==> src/rtl/crc16_pkg.sv <==
// Shared definitions for the CRC-16 frame arbiter: polynomial, init value,
// FSM state type and the byte-wide CRC update.
package crc16_pkg;

    localparam logic [15:0] CRC16_POLY = 16'h8005;
    localparam logic [15:0] CRC16_INIT = 16'h0000;

    typedef enum logic [1:0] {
        IDLE   = 2'd0,
        BUSY   = 2'd1,
        RESULT = 2'd2
    } state_t;

    // MSB-first, unreflected: the byte enters the top of the register, then
    // eight shift/conditional-XOR steps.
    function automatic logic [15:0] crc16_next_byte(input logic [15:0] crc, input logic [7:0] b);
        logic [15:0] c;
        c = crc ^ {b, 8'h00};
        for (int i = 0; i < 8; i++) begin
            if (c[15]) begin
                c = {c[14:0], 1'b0} ^ CRC16_POLY;
            end else begin
                c = {c[14:0], 1'b0};
            end
        end
        return c;
    endfunction

endpackage

==> src/rtl/crc16_frame_arbiter_if.sv <==
// Requester byte streams and CRC result channel of the CRC-16 frame arbiter.
interface crc16_frame_arbiter_if;
    import crc16_pkg::*;

    logic [1:0]  req_valid;
    logic [15:0] req_data;
    logic [1:0]  req_last;
    logic [1:0]  req_ready;
    logic        crc_valid;
    logic [15:0] crc_data;
    logic        crc_id;
    logic        crc_abort;
    logic        crc_ready;

    modport master (
        output req_valid, req_data, req_last, crc_ready,
        input  req_ready, crc_valid, crc_data, crc_id, crc_abort
    );

    modport slave (
        input  req_valid, req_data, req_last, crc_ready,
        output req_ready, crc_valid, crc_data, crc_id, crc_abort
    );

endinterface

==> src/rtl/crc16_byte_engine.sv <==
// CRC-16 register: cleared to the init value at frame start, advanced by one
// full byte on each enabled cycle.
module crc16_byte_engine
    import crc16_pkg::*;
(
    input  logic        clk,
    input  logic        rst,
    input  logic        clear,
    input  logic        en,
    input  logic [7:0]  data,
    output logic [15:0] crc
);

    always_ff @(posedge clk or posedge rst) begin
        if (rst) begin
            crc <= CRC16_INIT;
        end else if (clear) begin
            crc <= CRC16_INIT;
        end else if (en) begin
            crc <= crc16_next_byte(crc, data);
        end
    end

endmodule

==> src/rtl/crc16_frame_arbiter.sv <==
// Two-requester round-robin arbiter computing CRC-16/0x8005 per frame.
// Optional stall timeout selected by macro CRC16_ARB_TIMEOUT_EN.
module crc16_frame_arbiter
    import crc16_pkg::*;
#(
    parameter int unsigned TIMEOUT_CYC = 255
) (
    input logic                  clk,
    input logic                  rst,
    crc16_frame_arbiter_if.slave bus
);

    state_t      state;
    logic        gnt;
    logic        rr;
    logic [1:0]  ready_r;
    logic        valid_r;
    logic        id_r;
    logic        acc;
    logic        sel_last;
    logic        to_hit;
    logic        pick;
    logic        eng_clear;
    logic [7:0]  sel_byte;
    logic [15:0] crc;

    if (TIMEOUT_CYC < 1 || TIMEOUT_CYC > 65535) begin : g_bad_timeout
        $error("TIMEOUT_CYC out of range 1..65535");
    end

    // ready_r is one-hot only in BUSY, so this is the acceptance strobe.
    assign acc       = |(ready_r & bus.req_valid);
    assign sel_byte  = gnt ? bus.req_data[15:8] : bus.req_data[7:0];
    assign sel_last  = bus.req_last[gnt];
    assign eng_clear = (state == IDLE) && (|bus.req_valid);

    // rr names the requester that wins a tie.
    always_comb begin
        pick = rr;
        if (bus.req_valid == 2'b01) begin
            pick = 1'b0;
        end else if (bus.req_valid == 2'b10) begin
            pick = 1'b1;
        end
    end

    crc16_byte_engine u_engine (
        .clk   (clk),
        .rst   (rst),
        .clear (eng_clear),
        .en    (acc),
        .data  (sel_byte),
        .crc   (crc)
    );

`ifdef CRC16_ARB_TIMEOUT_EN
    logic [15:0] to_cnt;
    logic        abort_r;

    assign to_hit = (state == BUSY) && !acc && (to_cnt == 16'(TIMEOUT_CYC - 1));

    always_ff @(posedge clk or posedge rst) begin
        if (rst) begin
            to_cnt  <= '0;
            abort_r <= 1'b0;
        end else begin
            if (state != BUSY || acc || to_hit) begin
                to_cnt <= '0;
            end else begin
                to_cnt <= to_cnt + 16'd1;
            end
            if (to_hit) begin
                abort_r <= 1'b1;
            end else if (state == RESULT && bus.crc_ready) begin
                abort_r <= 1'b0;
            end
        end
    end

    assign bus.crc_abort = abort_r;
`else
    assign to_hit        = 1'b0;
    assign bus.crc_abort = 1'b0;
`endif

    always_ff @(posedge clk or posedge rst) begin
        if (rst) begin
            state   <= IDLE;
            gnt     <= 1'b0;
            rr      <= 1'b0;
            ready_r <= 2'b00;
            valid_r <= 1'b0;
            id_r    <= 1'b0;
        end else begin
            case (state)
                IDLE: begin
                    if (|bus.req_valid) begin
                        gnt     <= pick;
                        ready_r <= pick ? 2'b10 : 2'b01;
                        state   <= BUSY;
                    end
                end
                BUSY: begin
                    if ((acc && sel_last) || to_hit) begin
                        ready_r <= 2'b00;
                        valid_r <= 1'b1;
                        id_r    <= gnt;
                        state   <= RESULT;
                    end
                end
                RESULT: begin
                    // Result held stable until the consumer takes it.
                    if (bus.crc_ready) begin
                        valid_r <= 1'b0;
                        id_r    <= 1'b0;
                        rr      <= ~gnt;
                        state   <= IDLE;
                    end
                end
                default: begin
                    ready_r <= 2'b00;
                    valid_r <= 1'b0;
                    state   <= IDLE;
                end
            endcase
        end
    end

    assign bus.req_ready = ready_r;
    assign bus.crc_valid = valid_r;
    assign bus.crc_id    = id_r;
    assign bus.crc_data  = crc;

endmodule

==> src/flat_wrapper.sv <==
// flat-port wrapper written by rule: the top's interface ports become plain ports
module crc16_frame_arbiter_flat import crc16_pkg::*;
#(
    parameter int unsigned TIMEOUT_CYC = 255
)
  (clk, rst, bus_req_valid, bus_req_data, bus_req_last, bus_crc_ready, bus_req_ready, bus_crc_valid, bus_crc_data, bus_crc_id, bus_crc_abort);
  crc16_frame_arbiter_if bus_i ();
  input logic clk;
  input logic rst;
  input wire logic [$bits(bus_i.req_valid)-1:0] bus_req_valid;
  input wire logic [$bits(bus_i.req_data)-1:0] bus_req_data;
  input wire logic [$bits(bus_i.req_last)-1:0] bus_req_last;
  input wire logic [$bits(bus_i.crc_ready)-1:0] bus_crc_ready;
  output wire logic [$bits(bus_i.req_ready)-1:0] bus_req_ready;
  output wire logic [$bits(bus_i.crc_valid)-1:0] bus_crc_valid;
  output wire logic [$bits(bus_i.crc_data)-1:0] bus_crc_data;
  output wire logic [$bits(bus_i.crc_id)-1:0] bus_crc_id;
  output wire logic [$bits(bus_i.crc_abort)-1:0] bus_crc_abort;
  assign bus_i.req_valid = bus_req_valid;
  assign bus_i.req_data = bus_req_data;
  assign bus_i.req_last = bus_req_last;
  assign bus_i.crc_ready = bus_crc_ready;
  assign bus_req_ready = bus_i.req_ready;
  assign bus_crc_valid = bus_i.crc_valid;
  assign bus_crc_data = bus_i.crc_data;
  assign bus_crc_id = bus_i.crc_id;
  assign bus_crc_abort = bus_i.crc_abort;
  crc16_frame_arbiter #(.TIMEOUT_CYC(TIMEOUT_CYC)) u_core (.clk(clk), .rst(rst), .bus(bus_i));
endmodule
==> config.mk <==
export PLATFORM = sky130hd
export DESIGN_NAME = crc16_frame_arbiter_flat
export DESIGN_NICKNAME = d
export VERILOG_FILES = /design/src/rtl/crc16_pkg.sv /design/src/rtl/crc16_frame_arbiter_if.sv /design/src/rtl/crc16_byte_engine.sv /design/src/rtl/crc16_frame_arbiter.sv /design/src/flat_wrapper.sv
export SDC_FILE = /design/constraint.sdc
export NUM_CORES = 1
export LEC_CHECK = 0
export CAP_MARGIN = 5
export CORE_MARGIN = 5
export CORE_UTILIZATION = 25
export CTS_CLUSTER_SIZE = 25
export DETAILED_ROUTE_END_ITERATION = 16
export MAX_ROUTING_LAYER = met4
export PLACE_DENSITY_LB_ADDON = 0.1
export SYNTH_ARGS = -nofsm -noshare
export SYNTH_HDL_FRONTEND = slang
export SYNTH_SLANG_ARGS = --single-unit
==> constraint.sdc <==
create_clock -name clk -period 4.5 [get_ports clk]
set_input_delay 0.9 -clock clk [delete_from_list [all_inputs] [get_ports clk]]
set_output_delay 0.9 -clock clk [all_outputs]
set_load 0.03 [all_outputs]
== After elaboration in Yosys (flattened, before gate mapping) ==
Cells that the tools add are included.
Storage, ports and cells
  memory bits (writable): 0
  output and inout bits: 21
  bits of input ports: 23
  memories: 0
  word-level logic and storage cells: 83
  bits in registers: 24
  ROM bits: 0
  latch bits: 0
Cells by class
  magnitude comparators: 1
  $add $sub $neg: 0
  divide/modulo/power cells: 0
  equality and inequality tests: 7
  bitwise gates (word level): 13
  shifts and indexed selects: 0
  muxes and demuxes: 42
  reduce and logical (&&, ||, !) cells: 13
  multiply operators: 0
Operators with widths (number)
  16-bit 2-to-1 mux: 24
  3-bit NOT: 8
  16-bit bitwise XOR: 1
  2-bit 2-to-1 mux: 6
  2-bit case mux with 3 select lines: 2
  3-bit AND reduction: 4
  8-bit 2-to-1 mux: 1
  1-bit 2-to-1 mux: 7
  2-bit by 1-bit == test with 1-bit output, second input constant: 2
  2-bit == test, second input constant: 2
  2-bit != test, second input constant: 2
  2-bit AND reduction: 2
  2-bit nonzero test: 2
  2-bit OR reduction: 2
  1-bit NOT: 3
  1-bit case mux with 3 select lines: 1
  2-bit AND: 1
  1-bit logical AND: 2
  2-bit logical NOT: 1
  1-bit by 2-bit < comparator with 1-bit output, second input constant: 1
  2-bit by 1-bit != test with 1-bit output, second input constant: 1
  1-bit case mux with 2 select lines: 1

== Logic depth before layout (Yosys ltp) ==
  word-level depth: 34
  depth in mapped cells: 7
  mapped depth without buffers: 6

== Modules after synthesis ==
From an unflattened synthesis, not the netlist that was laid out.
Second synthesis, totals
  cells, all modules: 132
  area total of the unflattened synthesis: 1396.3 um^2
By module, submodules not included
  crc16_byte_engine: times used 1, area an instance 887.1 um^2, seq. area each 400.4 um^2, cells each 79
  crc16_frame_arbiter: times used 1, area an instance 509.2 um^2, seq. area each 200.2 um^2, cells each 53

== Worst setup path before layout ==
Ideal clock, no wire load.
  path type: input to register
  start: input port bus_req_data[13]
  end: register u_core.u_engine.crc[1]
  path buffers: 0
  arrival time: 2.233 ns
  setup slack: 2.174 ns
  setup time: 0.092 ns
  required time: 4.408 ns
  cell stages on the path: 6
  cell sequence: mux2i_1 xnor2_1 xor2_2 xnor3_2 xor2_1 o31ai_2
On the way
  word-level cells in the longest chain between the ends: 27
Ends and longest elaborated chain
  start: declaration: line flat_wrapper.sv:11  | input wire logic [$bits(bus_i.req_data)-1:0] bus_req_data;
  8-bit 2-to-1 mux *: line crc16_frame_arbiter.sv:33  | assign sel_byte = gnt ? bus.req_data[15:8] : bus.req_data[7:0];
  16-bit bitwise XOR *: line crc16_pkg.sv:18  | c = crc ^ {b, 8'h00};
  16-bit 2-to-1 mux *: line crc16_pkg.sv:20  | if (c[15]) begin
  16-bit 2-to-1 mux *: line crc16_byte_engine.sv:19  | end else if (en) begin
  16-bit 2-to-1 mux *: line crc16_byte_engine.sv:17  | end else if (clear) begin
  3-bit NOT (no source line)
  16-bit 2-to-1 mux *: line crc16_pkg.sv:20
  16-bit 2-to-1 mux *: line crc16_byte_engine.sv:19
  [11 not listed]
  16-bit 2-to-1 mux *: line crc16_byte_engine.sv:19
  16-bit 2-to-1 mux *: line crc16_byte_engine.sv:17
  16-bit 2-to-1 mux *: line crc16_pkg.sv:20
  16-bit 2-to-1 mux *: line crc16_byte_engine.sv:19
  16-bit 2-to-1 mux *: line crc16_byte_engine.sv:17
  16-bit 2-to-1 mux *: line crc16_pkg.sv:20
  16-bit 2-to-1 mux *: line crc16_byte_engine.sv:19
  16-bit 2-to-1 mux *: line crc16_byte_engine.sv:17
  end signal: assignment: line crc16_byte_engine.sv:20  | crc <= crc16_next_byte(crc, data);
  end: declaration: line crc16_byte_engine.sv:11  | output logic [15:0] crc
Every way passes the cells marked *; elsewhere a longest branch is shown, timed or not. The select of a mux whose other input is x is not followed.
A chain may end at the register's enable or synchronous reset.

== Worst setup path after layout ==
  start: input port bus_req_valid[1]
  end: register u_core.id_r (netlist: u_core.bus.crc_id)
On the way
  word-level cells in the longest chain between the ends: 5
Ends and longest elaborated chain
  start: declaration: line flat_wrapper.sv:10  | input wire logic [$bits(bus_i.req_valid)-1:0] bus_req_valid;
  2-bit AND: line crc16_frame_arbiter.sv:32  | assign acc = |(ready_r & bus.req_valid);
  2-bit OR reduction: line crc16_frame_arbiter.sv:32
  1-bit logical AND: line crc16_frame_arbiter.sv:104  | if ((acc && sel_last) || to_hit) begin
  2-bit by 1-bit != test with 1-bit output (no source line)
  3-bit AND reduction (no source line)
  end signal: assignment: line crc16_frame_arbiter.sv:107  | id_r <= gnt;
  end: declaration: line crc16_frame_arbiter.sv:18  | logic id_r;
No other way between the ends.

==> impl_summary.log <==
[metrics] result of the run: completed
[metrics] first-pass GRT wire length: ~5800 um
[metrics] number of antenna violations at the first check in global routing: 0
[metrics] largest family of logic cells by synthesized area: XOR/XNOR gates
[metrics] area of the core: 0.00517 sq mm
[metrics] Overall Global Routing Usage: a little over a tenth
[metrics] aggregate negative setup slack: 0 ps
[metrics] share of cell area taken by muxes after synthesis: between 7 and 8%
[metrics] Root Buffer: clkbuf_8
[metrics] clk buf depth: 2
[metrics] number of gates resized after cts: 0
[metrics] R2R Setup Slk: slightly below 2000 ps
[metrics] total power after layout: between 1.5 and 2 mW
[metrics] synthesized area per cell: ~9.4 sq um
[metrics] leakage power: ~0.76 nW
[metrics] CP max FO: 23
[metrics] number of cells produced by synthesis: about 140
[metrics] diode insertion count for antenna repair: 0
[metrics] final count of pins violating max slew: 0
[metrics] pin count of the biggest net entering global routing: 25
[metrics] reg-to-reg critical path startpoint: u_core.gnt$_DFFE_PP0P_
[metrics] RSZ-0062 raised after global routing: false
[metrics] time the worst path needs with I/O delays and setup: 2700 ps
[metrics] type of the worst setup path: primary input to flop
[metrics] Final Net Count: around 200
[metrics] Final Hold Fails: 0
[metrics] residual antenna-violating net count after detailed routing: 0
[metrics] layout cell share with drive strength beyond 1: 4.42%
[metrics] Port Buf Inserts: between 40 and 50
[metrics] final weighted congestion in routability-driven placement: 0.763
[metrics] post-detailed-route via-to-cell ratio: 4.50
[metrics] VDD IR max: roughly 350 uV
[metrics] worst relative slew slack: ~27%
[metrics] die area: around 0.0070 sq mm
[metrics] clock-pin transition on the worst setup and hold timing paths: 90 ps
[metrics] Worst Tran Pin Value: 1090 ps
[metrics] number of global-route vias before repair: about 1200
[metrics] commonest cells after routing, fill and taps aside: clkdlybuf4s50_1 (42), dfrtp_1 (24), nand2_1 (19), xnor2_1 (16), nor2_1 (15)
[metrics] YS warnings: 0
[metrics] FMAX: about 370 MHz
[metrics] number of placed I/O pins: 44
[metrics] final routed wirelength across all metal layers: roughly 3500 um
[metrics] synthesized flop and latch total: 24
[metrics] clock latency reported for the late side of the worst-skew pair: 270 ps
[metrics] Detailed Place HPWL: ~2600 um
[metrics] RR Endpoint: u_core.u_engine.crc[1]$_DFFE_PP0P_
[metrics] Placed Cells: around 250
[metrics] DRT Pass-1 Iters: 4
[metrics] most used flip-flop cell after synthesis: dfrtp_1
[metrics] total CTS buffers: 3
[metrics] number of clock sinks: 24
[metrics] Required @ worst endpoint: 4680 ps
[metrics] critical path capture point type: flop
[metrics] post-route insts no fill: 251
[metrics] number of distinct library cells after synthesis: 28
[metrics] syn nets: ~170
[metrics] compound-cell area share of the yosys netlist: 13.3%
[metrics] share of synthesized flip-flops with an asynchronous set or reset: 100%
[metrics] Critical Path AT: between 2000 and 3000 ps
[metrics] TritonCTS clock tree: yes
[metrics] netlist area before placement: around 0.0014 sq mm
[metrics] Placement Setup Slack: between 1500 and 2000 ps
[metrics] count of flip-flops with a built-in enable after synthesis: 0
[metrics] post-route worst hold slack: ~480 ps
[metrics] worst hold path type: flop to flop
[metrics] most common cell after layout, fill and taps aside: clkdlybuf4s50_1
[metrics] total of hold buffers inserted after clock tree synthesis: 0
[metrics] final worst slack: 1800 ps
[metrics] number of max-capacitance violations reported: 0
[metrics] CP Capture Point: u_core.bus.crc_id$_DFFE_PP0P_
[metrics] final clock period utilization by the worst path: ~60%
[metrics] adder and majority gate portion of the synthesized area: 0%
[metrics] Die Span Y: approximately 84 um
[metrics] Site Rows: 26
[metrics] Wirelength per Cell: about 14 um
[metrics] starting density of the core: a little over a quarter
[metrics] post-route clock skew: between 2 and 3 ps
[metrics] number of violations reported at the end of detailed-routing iteration 0: 54
[metrics] Post-Synth XOR/XNOR Area: approximately 16%
[metrics] number of endpoints failing setup at the final stage: 0
[metrics] Power Dens Cells: around 880 mW/mm^2
[metrics] layout-stage area growth over the synthesis result: 39.4%
[metrics] Synth Area in Simple Gates: 14.9%
[metrics] Via Count: between 1000 and 1500
[metrics] die outline width: 83.7 um
[metrics] maximum level of the CTS H-tree: 1
[metrics] sequential area share after synthesis: around 44%
[metrics] cell depth of the worst flop-to-flop path: 6
[metrics] Worst Setup SP: bus_req_valid[1]
[metrics] number of DRC violations after detailed routing: 0
[metrics] GRT overflow: 0
[metrics] setup bufs post-CTS: 0
[metrics] Startpoint Class: primary input
==> cells by family after synthesis <==
| family | count (synthesis) |
|---|---|
| AND/OR/NAND/NOR | 47 |
| multiplexers | 10 |
| other | 1 |
| flip-flops | 24 |
| buffers and inverters | 11 |
| AO/OA/AOI/OAI | 29 |
| XOR/XNOR | 22 |
==> how the worst min path moves through the flow <==
stage / start / end / slack, ps / depth (start not counted)
2_1_floorplan: u_core.rr$_DFFE_PP0P_ / u_core.rr$_DFFE_PP0P_ / 460 / 2
3_3_place_gp: u_core.bus.crc_valid$_DFFE_PP0P_ / u_core.bus.crc_valid$_DFFE_PP0P_ / 460 / 2
3_5_place_dp: u_core.bus.crc_valid$_DFFE_PP0P_ / u_core.bus.crc_valid$_DFFE_PP0P_ / 470 / 2
4_1_cts: u_core.bus.crc_valid$_DFFE_PP0P_ / u_core.bus.crc_valid$_DFFE_PP0P_ / 490 / 2
5_1_grt: u_core.bus.crc_valid$_DFFE_PP0P_ / u_core.bus.crc_valid$_DFFE_PP0P_ / 520 / 2
6_report: u_core.bus.crc_valid$_DFFE_PP0P_ / u_core.bus.crc_valid$_DFFE_PP0P_ / 480 / 2
==> cells in the mapped netlist (all sizes together) (2+ instances only) <==
| library cell | count | share of area, % |
|---|---|---|
| nand2b | 3 | 1.4 |
| o21ai | 8 | 3.0 |
| a31oi | 2 | 0.92 |
| dfrtp | 24 | 44 |
| nand3b | 2 | 1.1 |
| nor3 | 4 | 1.5 |
| xor2 | 5 | 3.8 |
| mux2i | 9 | 6.6 |
| clkbuf | 7 | 1.9 |
| buf | 2 | 1.4 |
| nand3 | 3 | 1.1 |
| nand2 | 19 | 5.3 |
| a211oi | 5 | 2.8 |
| nor2 | 15 | 4.2 |
| inv | 2 | 0.55 |
| xnor2 | 16 | 10 |
| a21oi | 9 | 3.3 |
==> registers in the layout, indices dropped and copies added, names as in the netlist <==
signal and count:
u_core.gnt 1, u_core.u_engine.crc 16, u_core.bus.req_ready 2, u_core.bus.crc_valid 1, u_core.rr 1, u_core.bus.crc_id 1
u_core.state 2
==> where the power goes <==
part | internal [mW] | switching, mW | total (mW)
logic | 0.495 | 0.551 | 1.05
registers | 0.312 | 0.119 | 0.431
clock network | 0.119 | 0.0738 | 0.193
==> stage by stage <==
| step | util, % | area (sq um) |
|---|---|---|
| floorplan | - | 1360 |
| global placement | 35.2 | 1820 |
| detailed placement | 35.2 | 1820 |
| CTS | 36.6 | 1890 |
| global route | 36.6 | 1890 |
| finish | 36.6 | 1890 |
==> worst max-delay path, cell delays in order <==
cell and delay [ps]:
clkdlybuf4s50_1 620, a22o_1 700, nand2_1 170, nor2_1 220, nor2_1 60, a311oi_1 200
==> area by class of cell <==
class                   count  area, sq um
fillers                   518         3280
multi-input cells         109          703
flip-flops and latches     24          601
repair buffers             42          420
well taps                  70         87.6
clock buffers               3         41.3
clock inverters             1         30.0
inverters                   2         7.51
==> layer usage <==
metal,vias to the layer above,routed length (um),global-route usage [%]
met2,32,1680,17.4
met1,535,1630,13.2
met3,2,188,2.17
met4,0,19,3.07
li1,560,-,-
met5,-,0,-
(Power assumes the default switching activity.)
==> variant: new RTL, config.mk and constraints unchanged <==
Encoding of `state_t`: now one-hot (3 bits for 3 states).
--- a/src/rtl/crc16_pkg.sv
+++ b/src/rtl/crc16_pkg.sv
@@ -6,8 +6,8 @@
     localparam logic [15:0] CRC16_INIT = 16'h0000;
 
-    typedef enum logic [1:0] {
-        IDLE   = 2'd0,
-        BUSY   = 2'd1,
-        RESULT = 2'd2
+    typedef enum logic [2:0] {
+        IDLE   = 3'b001,
+        BUSY   = 3'b010,
+        RESULT = 3'b100
     } state_t;
 
Formal check against the unedited RTL: same outputs for any inputs over 10 cycles, from zero or initial values and one cycle with rst high; not proved beyond that.
==> variant against the unedited design <==
- worst setup slack got worse by 0.051 ns
- sequential cell count up 1
- critical endpoint is now u_core.u_engine.crc[0]$_DFFE_PP0P_
- final area is 2.8% higher
- routed wire length up 3.1%
- critical path depth increased by 1
- sequential power is 2% lower
- cell count rose by 4.8%
- critical path type unchanged
- synthesized area up 4.5%
- sequential share of layout area up 0.49 points
- power fell by 4.6%
==> variant: results (changes against the unedited design) <==
{| class="wikitable"
! Metric !! Value
|-
| Number of instances resized during post-cts repair || 0 (unchanged)
|-
| Worst min-delay path startpoint || u_core.state[2]$_DFFE_PP0P_
|-
| DP HPWL || 2.60 mm (+1.5%)
|-
| Filler cell count in the final layout || 567 (+9.5%)
|-
| Worst EP arrival || 2.93 ns (+0.06 ns)
|-
| DP Worst Slack || 1.47 ns (-0.0466 ns)
|-
| Fraction of registers with async set or reset after synthesis || 1.00 (unchanged)
|-
| Highest ir drop seen on vdd || 0.306 mV (-12%)
|-
| Synthesized area per cell || 9.39 um^2 (-0.33%)
|-
| Clock transition at the register clock pins on the worst setup and hold paths after CTS || 0.09 ns (about the same)
|-
| Vias/cell || 4.43 (-1.6%)
|-
| P_leak || 0.000770 uW (+1.0%)
|-
| Worst setup skew after layout || 0.00441 ns (+0.00174 ns)
|-
| Cell variety after synth || 32 (+14%)
|-
| Wire length of the first global-routing pass || 6.04 mm (+4.2%)
|-
| Total length of routed wires || 3.62 mm (+3.1%)
|-
| Register bank with the most flops || u_core.u_engine.crc
|-
| Status || finished clean
|-
| Cell types occupying the most area after synthesis || dfrtp_1 42%, xnor2_1 11%, mux2i_1 5.6%
|-
| Antenna violations before repair || 0 (unchanged)
|-
| DR iter-0 viols || 36 (-33%)
|-
| Hold Path End || u_core.state[1]$_DFFE_PP0P_
|-
| Gp weighted congestion || 0.799 (+4.8%)
|-
| Reg-to-reg slack, setup || 1.94 ns (-0.03 ns)
|-
| Depth of the worst hold-timing path || 1 (-1)
|-
| Post-synth net total || 174 (+4.2%)
|-
| Routed vias || 1164 (+3.1%)
|-
| Cell with the largest stage delay on the worst path || xnor3_2
|-
| FF-to-FF End || u_core.u_engine.crc[0]$_DFFE_PP0P_
|-
| Largest net degree at the start of global routing || 26 (+4.0%)
|-
| Post-layout nets || 215 (+4.9%)
|-
| Buffer count from post-CTS setup fixing || 0 (unchanged)
|-
| Delay-heaviest family, CP || XOR/XNOR gates
|-
| Final setup fails || 0 (unchanged)
|-
| Largest stage delay, worst path || 0.50 ns (-0.20 ns)
|-
| Area after detailed placement || 1900 um^2 (+4.3%)
|-
| Share of the yosys chip area belonging to registers || 0.442 (-0.000616)
|-
| First-pass iteration count of the detailed router || 4 (unchanged)
|-
| Warning count from the yosys run || 0 (unchanged)
|-
| Leading cell types by count after synthesis || 24 x dfrtp_1, 19 x nand2_1, 19 x nor2_1
|-
| Number of placed cells counting well taps || 259 (+4.9%)
|-
| Clock root buffer master || clkbuf_8
|-
| Biggest fanout along the worst timing path || 3 (-87%)
|-
| Transition time at the pin with the least slew margin || 0.998 ns (-0.0924 ns)
|-
| Bufs on Longest Clock Path || 2 (unchanged)
|-
| Number of H-tree levels || 1 (unchanged)
|-
| Aggregate global-route resource usage || 0.107 (+0.000593)
|-
| Number of inserted diodes || 0 (unchanged)
|-
| Share of layout cells above drive strength 1 || 0.0524 (+0.00816)
|}
[variant: layout make-up]
| class | count | area, um^2 | share of cell area |
|---|---|---|---|
| multi-input cells | 113 | 731 | 0.376 |
| flip-flops and latches | 25 | 627 | 0.323 |
| repair buffers | 43 | 428 | 0.220 |
| well taps | 72 | 90.1 | 0.0464 |
| clock buffers | 4 | 45.0 | 0.0232 |
| inverters | 6 | 22.5 | 0.0116 |
[variant: cell families (layout without fill, tap and decap cells)]
family | after synthesis | count (layout) | synth area share
multiplexers | 9 | 9 | 0.0644
AND/OR/NAND/NOR | 50 | 50 | 0.152
AO/OA/AOI/OAI | 30 | 30 | 0.139
buffers and inverters | 13 | 53 | 0.0424
flip-flops | 25 | 25 | 0.442
XOR/XNOR | 23 | 23 | 0.158
other | 1 | 1 | 0.00265
[variant: stage by stage]
step / total power, uW / hold slack, ns
global route: 1730 / 0.541
detailed placement: 1470 / 0.485
global placement: 1470 / 0.492
floorplan: 1190 / 0.452
CTS: 1620 / 0.509
finish: 1590 / 0.509
[variant: worst max-delay path by stage]
| stage | startpoint | endpoint | slack (ns) | cells after the start |
|---|---|---|---|---|
| 3_5_place_dp | bus_req_valid[1] | u_core.bus.req_ready[1]$_DFFE_PP0P_ | 1.47 | 7 |
| 5_1_grt | bus_req_valid[1] | u_core.bus.req_ready[1]$_DFFE_PP0P_ | 1.50 | 7 |
| 4_1_cts | bus_req_data[3] | u_core.u_engine.crc[0]$_DFFE_PP0P_ | 1.75 | 7 |
| 3_3_place_gp | bus_req_valid[1] | u_core.bus.req_ready[1]$_DFFE_PP0P_ | 1.47 | 7 |
| 6_report | bus_req_data[3] | u_core.u_engine.crc[0]$_DFFE_PP0P_ | 1.75 | 7 |
| 2_1_floorplan | bus_req_data[11] | u_core.u_engine.crc[0]$_DFFE_PP0P_ | 2.12 | 6 |
[variant: layer usage]
metal	global-route usage	wire [um]	up-vias
met3	0.0243	225	4
met5	-	0	-
met4	0.0331	42	0
li1	-	-	579
met1	0.141	1650	551
met2	0.162	1700	30
[variant: power breakdown]
part           internal, uW  total (uW)  switching [uW]
Clock                  63.2         134            70.4
Sequential              316         423             108
Combinational           484        1040             552
Total                   863        1590             730
